$ cat src/rtl/obsidian_operand_fetch.sv
// obsidian_operand_fetch: register-file initiator with busy scoreboard, hazard stall and operand handshake
module obsidian_operand_fetch #(
    parameter int DATA_W  = 32,
    parameter int ADDR_W  = 5,
    parameter int STALL_W = 16
) (
    input  logic               clk,
    input  logic               rst_n,
    input  logic               instr_valid,
    output logic               instr_ready,
    input  logic [ADDR_W-1:0]  instr_rm,
    input  logic [ADDR_W-1:0]  instr_rn,
    input  logic [ADDR_W-1:0]  instr_rd,
    input  logic               instr_wr,
    output logic [ADDR_W-1:0]  rm_control,
    output logic [ADDR_W-1:0]  rn_control,
    input  logic [DATA_W-1:0]  rm_data,
    input  logic [DATA_W-1:0]  rn_data,
    output logic [ADDR_W-1:0]  rd_control,
    output logic [DATA_W-1:0]  rd_input,
    output logic               op_valid,
    input  logic               op_ready,
    output logic [DATA_W-1:0]  op_a,
    output logic [DATA_W-1:0]  op_b,
    output logic [ADDR_W-1:0]  op_rd,
    output logic               op_wr,
    input  logic               wb_valid,
    input  logic [ADDR_W-1:0]  wb_rd,
    input  logic [DATA_W-1:0]  wb_data,
    output logic               wb_err,
    output logic [STALL_W-1:0] stall_count
);
    localparam int NREG = 1 << ADDR_W;

    typedef enum logic [1:0] {S_IDLE, S_READ, S_CAP, S_OUT} state_t;

    state_t              state_q, state_d;
    logic [NREG-1:0]     busy_q, busy_d;
    logic [ADDR_W-1:0]   lat_rd_q;
    logic                lat_wr_q;
    logic [STALL_W-1:0]  stall_q, stall_d;
    logic                hazard, accept, wb_fire;

    // r0 is hardwired zero, so it never creates a dependency
    assign hazard  = (busy_q[instr_rm] && instr_rm != '0) ||
                     (busy_q[instr_rn] && instr_rn != '0) ||
                     (instr_wr && instr_rd != '0 && busy_q[instr_rd]);
    assign accept  = instr_valid && instr_ready;
    assign wb_fire = wb_valid && wb_rd != '0;
    assign stall_count = stall_q;

    // state register
    always_ff @(posedge clk or negedge rst_n) begin
        if (!rst_n) state_q <= S_IDLE;
        else        state_q <= state_d;
    end

    // next-state: read address settles, data captured, then held until execute takes it
    always_comb begin
        state_d = state_q;
        case (state_q)
            S_IDLE:  state_d = accept ? S_READ : S_IDLE;
            S_READ:  state_d = S_CAP;
            S_CAP:   state_d = S_OUT;
            S_OUT:   state_d = op_ready ? S_IDLE : S_OUT;
            default: state_d = S_IDLE;
        endcase
    end

    // output: only accept in idle with no outstanding dependency, never during reset
    always_comb instr_ready = rst_n && state_q == S_IDLE && !hazard;

    // busy next-state: clear on writeback, set on accepted writer (WAW check keeps them disjoint)
    always_comb begin
        busy_d = busy_q;
        if (wb_fire) busy_d[wb_rd] = 1'b0;
        if (accept && instr_wr && instr_rd != '0) busy_d[instr_rd] = 1'b1;
    end

    // saturating count of cycles an offered instruction waits on a hazard
    always_comb stall_d = (instr_valid && state_q == S_IDLE && hazard && stall_q != '1)
                          ? stall_q + STALL_W'(1) : stall_q;

    // read addresses, operand capture and execute handshake
    always_ff @(posedge clk or negedge rst_n) begin
        if (!rst_n) begin
            rm_control <= '0;
            rn_control <= '0;
            lat_rd_q   <= '0;
            lat_wr_q   <= 1'b0;
            op_valid   <= 1'b0;
            op_a       <= '0;
            op_b       <= '0;
            op_rd      <= '0;
            op_wr      <= 1'b0;
        end else begin
            if (accept) begin
                rm_control <= instr_rm;
                rn_control <= instr_rn;
                lat_rd_q   <= instr_rd;
                lat_wr_q   <= instr_wr;
            end
            if (state_q == S_CAP) begin
                op_a     <= rm_data;
                op_b     <= rn_data;
                op_rd    <= lat_rd_q;
                op_wr    <= lat_wr_q;
                op_valid <= 1'b1;
            end else if (state_q == S_OUT && op_ready) begin
                op_valid <= 1'b0;
            end
        end
    end

    // write port, busy scoreboard, error pulse and stall counter
    always_ff @(posedge clk or negedge rst_n) begin
        if (!rst_n) begin
            rd_control <= '0;
            rd_input   <= '0;
            busy_q     <= '0;
            wb_err     <= 1'b0;
            stall_q    <= '0;
        end else begin
            if (wb_fire) begin
                rd_control <= wb_rd;
                rd_input   <= wb_data;
            end
            busy_q  <= busy_d;
            wb_err  <= wb_fire && !busy_q[wb_rd];
            stall_q <= stall_d;
        end
    end
endmodule

$ cat config.mk
export PLATFORM = sky130hd
export DESIGN_NAME = obsidian_operand_fetch
export DESIGN_NICKNAME = d
export VERILOG_FILES = /design/src/rtl/obsidian_operand_fetch.sv
export SDC_FILE = /design/constraint.sdc
export NUM_CORES = 1
export LEC_CHECK = 0
export ABC_AREA = 1
export CAP_MARGIN = 0
export CORE_ASPECT_RATIO = 1.75
export CORE_MARGIN = 3
export CORE_UTILIZATION = 40
export DETAILED_ROUTE_END_ITERATION = 8
export PLACE_DENSITY = 0.79
export SETUP_SLACK_MARGIN = 0.3
export SKIP_LAST_GASP = 1
export SLEW_MARGIN = 10
export SYNTH_ARGS = -nofsm -noshare
export SYNTH_HDL_FRONTEND = slang
export SYNTH_SLANG_ARGS = --single-unit
export TNS_END_PERCENT = 10
$ cat constraint.sdc
create_clock -name clk -period 1.8 [get_ports clk]
set_input_delay 0.27 -clock clk [delete_from_list [all_inputs] [get_ports clk]]
set_output_delay 0.27 -clock clk [all_outputs]
set_load 0.02 [all_outputs]
==> key figures <==
Timing
  • Final hold vios: between 40 and 50
  • Max-slew violations: 0
  • Fin Hold WS: -0.0305 ns
  • Post-layout min period: between 2 and 2.5 ns
  • Final setup fails: 70
  • Worst Tran Pin Value: slightly above 0.6 ns
  • Worst setup margin: -0.369 ns
  • Clk_skew: about 0.0094 ns
  • Slew margin rel.: 0.584
  • Final Cycle Share: 1.21
  • RSZ-0062 raised after global routing: true
  • FMAX: between 0.4 and 0.5 GHz

Run
  • Max-Cap Viols: 0

Synthesis
  • Syn Nets: roughly 1,200
  • Synth cell types: 36
  • Ranking of synthesized cells by area: dfrtp_1 50%, nand2_1 16%, mux2_2 8.9%, inv_1 3.9%, nand3_1 3.7%
  • Ys flop type: dfrtp_1
  • Synth Cell Area: between 8000 and 9000 um2
  • Most instantiated library cell after synthesis: nand2_1
  • Post-synth top area share: 0.504
  • Yosys top cell by area: dfrtp_1
  • Number of synthesized flops with an enable pin: 0
  • Synth cell count leaders: 370 x nand2_1, 175 x dfrtp_1, 90 x inv_1
  • Yosys reg bits: approximately 180
  • Mapped Cells: 1,031
  • Async set or reset register ratio after synthesis: 1.00
  • Post-Syn Area per Cell: roughly 8.4 um2
  • Post-synthesis sequential area ratio: 0.504
  • Ys Warns: 0

Route
  • Drc violations: 0
  • WL/cell: 17.5 um
  • Vias per cell: just over 5
  • DRT Pass-1 Iters: 5
  • Routed Antenna Nets: 0
  • Starting DRT DRC Count: between 700 and 800
  • Detailed Route WL: ~30,000 um
  • Vias: about 8,900

Clock network
  • CTS tree: built
  • H-tree levels: 4
  • Clock latency on the worst-skew pair: approximately 0.44 ns
  • CTS Root Cell: clkbuf_16
  • Clock Pin Slew Worst Setup and Hold Paths: 0.07 ns
  • Longest Clk Path Bufs: 2
  • Num CTS Buffers: 17
  • Clock Sinks: between 150 and 200

Placed design
  • Placer Congestion: ~1
  • Dpl hpwl: roughly 23,000 um
  • IO buf count: ~260

Cells and area
  • Area of the multi-input gates: 3790 um2
  • Register area: about 4400 um2
  • Area growth, synth to finish: 54.3%
  • # nets final: between 1,500 and 2,000
  • Diode count: 0
  • Layout fillers: between 1,500 and 2,000
  • Layout cells sized above 1: 0.223
  • Core Util, Final: 0.636

Setup path
  • RR Startpoint: busy_q[14]$_DFF_PN0_
  • Reg2reg setup slack: -0.36 ns
  • Crit-path slowest cell: dfrtp_1
  • Crit Path Max Fanout: 2
  • Worst flop-to-flop path endpoint: busy_q[5]$_DFF_PN0_
  • R2R cell count: 13
  • Crit path capture type: primary output
  • Critical path's top delay family: simple AND/OR/NAND/NOR gates
  • Critical-path cell list: buf_6 > o211ai_1 > nand3_1 > nand3_1 > nand3_1 > nand2_2 > nand4_4 > inv_2 > buf_6
  • Worst Path Required: around 1.5 ns
  • Most used cell, CP: nand3_1
  • Buf/Inv on CP: 3
  • CP startpoint: busy_q[14]$_DFF_PN0_
  • CP peak stage delay: approximately 0.40 ns
  • Startpoint Class: register
  • Setup CP Type: reg -> out
  • CP arrival: ~1.9 ns

Min path
  • HP Class: in -> async

Global route
  • Initial antenna violation count: 0
  • Largest net degree at the start of global routing: a little under 90
  • First-pass GRT wire length: ~48,000 um
  • Overall routing resource usage: 0.254
  • Total grt overflow: 0
  • Vias in the first global route: between 8,000 and 9,000

Run status
  • Status: finished, violations left
  • Failing checks: negative hold slack, negative setup slack

Floorplan
  • Io pins: between 200 and 300
  • Die Area: ~24,000 um2
  • Initial Util: 0.412
  • Core box area: 21,100 um2
  • Row Count: 70
  • Die Wd: between 100 and 150 um
  • Die Ht: roughly 200 um

Power
  • Power per standard cell area: ~1200 nW/um2
  • VDD IR max: 0.562 mV
  • Total Power: around 16,000 uW
  • Pleak: 0.00638 uW
==> kinds of logic (layout without fill, tap and decap cells) <==
family,count (synthesis),count (layout),share of synthesized area
AO/OA/AOI/OAI,87,87,0.0604
XOR/XNOR,13,13,0.0131
adder cells (fa/ha/maj),1,1,0.00144
buffers and inverters,142,539,0.0697
flip-flops,175,175,0.504
multiplexers,69,69,0.0894
AND/OR/NAND/NOR,544,544,0.262
==> cell type report <==
| cell class | count | area share |
|---|---|---|
| clock inverter | 12 | 0.00737 |
| timing repair buffer | 408 | 0.293 |
| clock buffer | 20 | 0.0348 |
| sequential | 175 | 0.327 |
| tap | 288 | 0.0269 |
| inverter | 99 | 0.0289 |
| multi-input combinational | 714 | 0.283 |
==> flip-flops by register name (all words and copies together), names as in the netlist <==
register and count:
op_b 32, op_rd 5, rd_input 32, rd_control 5, busy_q 32, state_q 2, op_a 32, lat_wr_q 1
op_valid 1, stall_count 16, rn_control 5, wb_err 1, op_wr 1, lat_rd_q 5, rm_control 5
==> report_power, final <==
group	total, uW	internal (uW)	switching, uW	leakage [uW]
clock network	3570	1910	1660	0.000280
registers	5680	5090	589	0.00218
logic	7000	3600	3400	0.00392
total	16200	10600	5650	0.00638
==> repair_timing <==
item	4_1_cts	5_1_grt
hold endpoints to repair	46	23
pin swaps	7	12
gates cloned	1	1
gates resized for setup	29	26
setup endpoints to repair	250	287
setup buffers	6	6
==> worst register-to-register path: cells and delay by family, from the launching register on <==
family                 cells  cell delay, ns
DFF                        1            0.40
and+or+nand+nor            8            0.90
AOI/OAI and AO/OA          1            0.23
buffers and inverters      4            0.58
==> layout by cell type, fill, tap and decap left out, types with 7 or more instances in the layout <==
cell and n:
nor3_1 20, inv_1 67, buf_12 14, inv_2 29
dfrtp_1 172, clkdlybuf4s50_1 252, nand2_2 9, nand4_1 33
nand3_1 60, buf_4 133, a22oi_1 7, o221ai_1 7
o21ai_0 47, clkbuf_16 18, mux2_2 69, o21ai_1 10
xor2_1 10, nor2_1 41, nand2_1 361
==> worst max-delay path by stage <==
stage	slack (ns)	end	depth (start not counted)
after floorplan	-0.001	lat_rd_q[1]$_DFFE_PN0P_	18
after global placement	-0.89	instr_ready	16
after detailed placement	-0.91	instr_ready	13
after CTS	-0.37	instr_ready	12
after global routing	-0.50	instr_ready	14
final	-0.37	instr_ready	9
==> routing by layer <==
layer	vias to the layer above	track usage	routed length, um
met5	-	0	0
met4	0	0.145	1810
met3	121	0.0451	1600
met2	415	0.478	16400
met1	4203	0.262	10200
li1	4127	-	-
==> metrics by stage <==
step | cell area (um2) | instances | setup slack, ns | TNS (ns)
after floorplan | 8730 | 1031 | -0.00123 | -0.00443
after global placement | 12600 | 1670 | -0.891 | -48.02
after detailed placement | 12600 | 1670 | -0.912 | -48.74
after CTS | 13300 | 1709 | -0.375 | -15.43
after global routing | 13400 | 1716 | -0.498 | -24.63
final | 13400 | 1716 | -0.369 | -13.68
(Power assumes the default switching activity.)
==> RTL change (same flow settings) <==
Register the output `wb_err` once more, without a reset; this adds one clock of latency there. The other outputs are not delayed to match.
--- a/src/rtl/obsidian_operand_fetch.sv
+++ b/src/rtl/obsidian_operand_fetch.sv
@@ -33,6 +33,8 @@
     localparam int NREG = 1 << ADDR_W;
 
     typedef enum logic [1:0] {S_IDLE, S_READ, S_CAP, S_OUT} state_t;
+
+    logic wb_err_s0;
 
     state_t              state_q, state_d;
     logic [NREG-1:0]     busy_q, busy_d;
@@ -118,7 +120,7 @@
             rd_control <= '0;
             rd_input   <= '0;
             busy_q     <= '0;
-            wb_err     <= 1'b0;
+            wb_err_s0  <= 1'b0;
             stall_q    <= '0;
         end else begin
             if (wb_fire) begin
@@ -126,9 +128,13 @@
                 rd_input   <= wb_data;
             end
             busy_q  <= busy_d;
-            wb_err  <= wb_fire && !busy_q[wb_rd];
+            wb_err_s0 <= wb_fire && !busy_q[wb_rd];
             stall_q <= stall_d;
         end
     end
+    always_ff @(posedge clk) begin
+        wb_err <= wb_err_s0;
+    end
+
 endmodule
 
Formal check against the unedited RTL: not equivalent (a bounded check fails within 4 cycles, from zero or initial values and one cycle with rst_n low).
==> RTL change against the original RTL <==
The flow still finishes with violations (negative hold slack, negative setup slack); area after synthesis up 0.23%; total power down 0.82%; final area down 0.43%; setup slack worse by 68 ps; via count down 0.72%; count of clock-buffer cells in the layout up 1; sequential cell count up 1; wire length up 1.5%; critical path type unchanged; critical endpoint unchanged.
==> RTL change: results (changes against the original RTL) <==
GRT
  • Via count of the first global-routing pass: 8993 (+0.38%)
  • Wire length of the first global-routing pass: 48000 um (+0.87%)
  • Total gr overflow: 0 (unchanged)
  • Maximum number of pins on one net before global-route repair: 85 (-2.3%)
  • Number of antenna violations at the first check in global routing: 0 (unchanged)
  • Overall track demand over capacity in global routing: 0.257 (+0.00302)

Min path
  • HP Class: in -> async

Yosys
  • Most frequent cells after synthesis: 370 x sky130_fd_sc_hd__nand2_1, 175 x sky130_fd_sc_hd__dfrtp_1, 90 x sky130_fd_sc_hd__inv_1
  • Fraction of synthesis flops using an asynchronous set or reset pin: 0.994 (-0.00568)
  • EDFF count, synth: 0 (unchanged)
  • Most frequently used flop master after synthesis: sky130_fd_sc_hd__dfrtp_1
  • Net count of the mapped netlist: 1155 (+0.087%)
  • Synth unique cells: 37 (+2.8%)
  • Sequential share of the synthesized area: 0.505 (+0.00114)
  • Top post-synthesis cells by area: sky130_fd_sc_hd__dfrtp_1 50%, sky130_fd_sc_hd__nand2_1 16%, sky130_fd_sc_hd__mux2_2 8.9%
  • Synthesis warning total: 0 (unchanged)

Critical path
  • Peak fanout along the critical path: 2 (unchanged)
  • Largest stage delay, worst path: 400 ps (about the same)
  • Signal arrival time at the worst endpoint: 1970 ps (+70 ps)
  • Slowest cell on the critical path: sky130_fd_sc_hd__dfrtp_1

Pwr
  • Leakage power summed over all cells: 0.00637 uW (-0.23%)
  • Largest voltage drop on the vdd net: 0.506 mV (-10%)
  • Share of total power consumed by net switching: 0.349 (+0.00115)

Timing
  • Total setup violations reported at the end of the flow: 66 (-5.7%)
  • Number of endpoints with negative hold slack in the final report: 43 (-6.5%)
  • Total count of max-transition violations in the final report: 0 (unchanged)
  • Worst Setup Slack, final: -437 ps (-67.9 ps)
  • Worst Skew: 12.3 ps (+2.92 ps)
  • Worst hold slack after final layout: -47.9 ps (-17.4 ps)
  • Relative slew margins: 0.601 (+0.0166)

Place
  • Detailed placer's ending HPWL: 22700 um (+0.64%)
  • Placed inst area: 12600 um2 (about the same)
  • Global placer's final weighted congestion: 0.959 (-3.6%)
  • Setup WS pre-CTS: -969 ps (-57.5 ps)
  • Count of buffers from port buffering: 257 (unchanged)

Clock network
  • Buffer levels on the longest clock path: 2 (unchanged)
  • Clock transition at the registers of the reported paths: 70 ps (about the same)
  • Clock buffers created by TritonCTS: 17 (unchanged)
  • Clock tree root buffer cell: sky130_fd_sc_hd__clkbuf_16
  • H-tree lvl count: 4 (unchanged)
  • Clock insertion delay at the later pin of the skew report: 440 ps (about the same)

Finish
  • Share of cells above drive strength 1: 0.212 (-0.0111)
  • Diode count: 0 (unchanged)
  • Fill cell count: 1781 (+4.6%)
  • Final Net Count: 1537 (-0.065%)

Route
  • Via count normalized by instance count: 5.13 (-0.66%)
  • Iteration count of the initial detailed-routing pass: 6 (+1)
  • Total wire length: 30400 um (+1.5%)
  • First-iteration detailed-routing DRC count: 758 (+2.6%)

Run status
  • Outcome: finished, violations left
  • Failing checks: negative hold slack, negative setup slack
RTL change: cell types whose count changed in the layout (fill, tap and decap cells not counted), sizes merged:
cell	before	now
buf	151	148
bufbuf	1	2
clkdlybuf4s50	252	251
clkinv	6	7
dfxtp	0	1
dlygate4sd2	3	4
dlygate4sd3	0	1
inv	104	102
RTL change: area by class of cell:
type	count	area, um2	area share
inverter	99	385	0.0288
clock inverter	11	86.3	0.00646
multi-input combinational	714	3760	0.282
clock buffer	21	440	0.0330
sequential	176	4400	0.329
timing repair buffer	406	3920	0.294
tap	288	360	0.0270
RTL change: cells by family (layout without fill, tap and decap cells):
kind of cell,Yosys count,after routing,share of synthesized area
AND/OR/NAND/NOR,544,544,0.262
flip-flops,176,176,0.505
buffers and inverters,142,537,0.0695
AO/OA/AOI/OAI,87,87,0.0603
multiplexers,69,69,0.0892
XOR/XNOR,13,13,0.0131
adder cells (fa/ha/maj),1,1,0.00144
RTL change: worst paths after layout:
kind | slack, ps | depth (start not counted) | endpoint | from
hold / removal | -50 | 2 | op_a[22] | rst_n
hold reg to reg | 340 | 0 | wb_err | wb_err_s0
setup reg to reg | -400 | 16 | busy_q[15] | busy_q[19]
setup / recovery | -440 | 13 | instr_ready | busy_q[19]
min in group clk | 340 | 0 | wb_err | wb_err_s0
max in group asynchronous | 770 | 3 | op_wr | rst_n
RTL change: per-stage QoR:
| step | cells | power, uW | setup TNS [ps] |
|---|---|---|---|
| after floorplan | 1032 | 9170 | -4.43 |
| after CTS | 1709 | 16200 | -12000 |
| after global routing | 1715 | 16900 | -25000 |
| final | 1715 | 16100 | -19390 |
| after global placement | 1669 | 12500 | -45950 |
| after detailed placement | 1669 | 12700 | -48470 |
RTL change: critical path, delay by kind of cell, from the launching register on:
family	cells	cell delay, ps
DFF	1	400
buffers and inverters	3	320
and+or+nand+nor	10	810
RTL change: power groups by stage:
stage                     Sequential, uW  Combinational, uW  Clock (uW)
after floorplan                     7010               2160           0
after global placement              5720               6790           0
after detailed placement            5800               6920           0
after CTS                           5740               7010        3490
after global routing                5870               7360        3650
final                               5730               6960        3420
RTL change: per-layer routing:
layer  part of all wire  vias up  global-route usage
met2               0.55      385               0.479
met4              0.062        0               0.159
met1               0.34     4173               0.263
met3              0.049      116              0.0481
li1                   -     4128                   -
met5                  0        -                   0
RTL change: what timing repair did:
action,CTS,global route
gates cloned,3,0
setup buffers,5,5
endpoints found under the hold margin,48,5
gates resized for setup,41,10
endpoints found under the setup margin,203,290
pin swaps,8,11
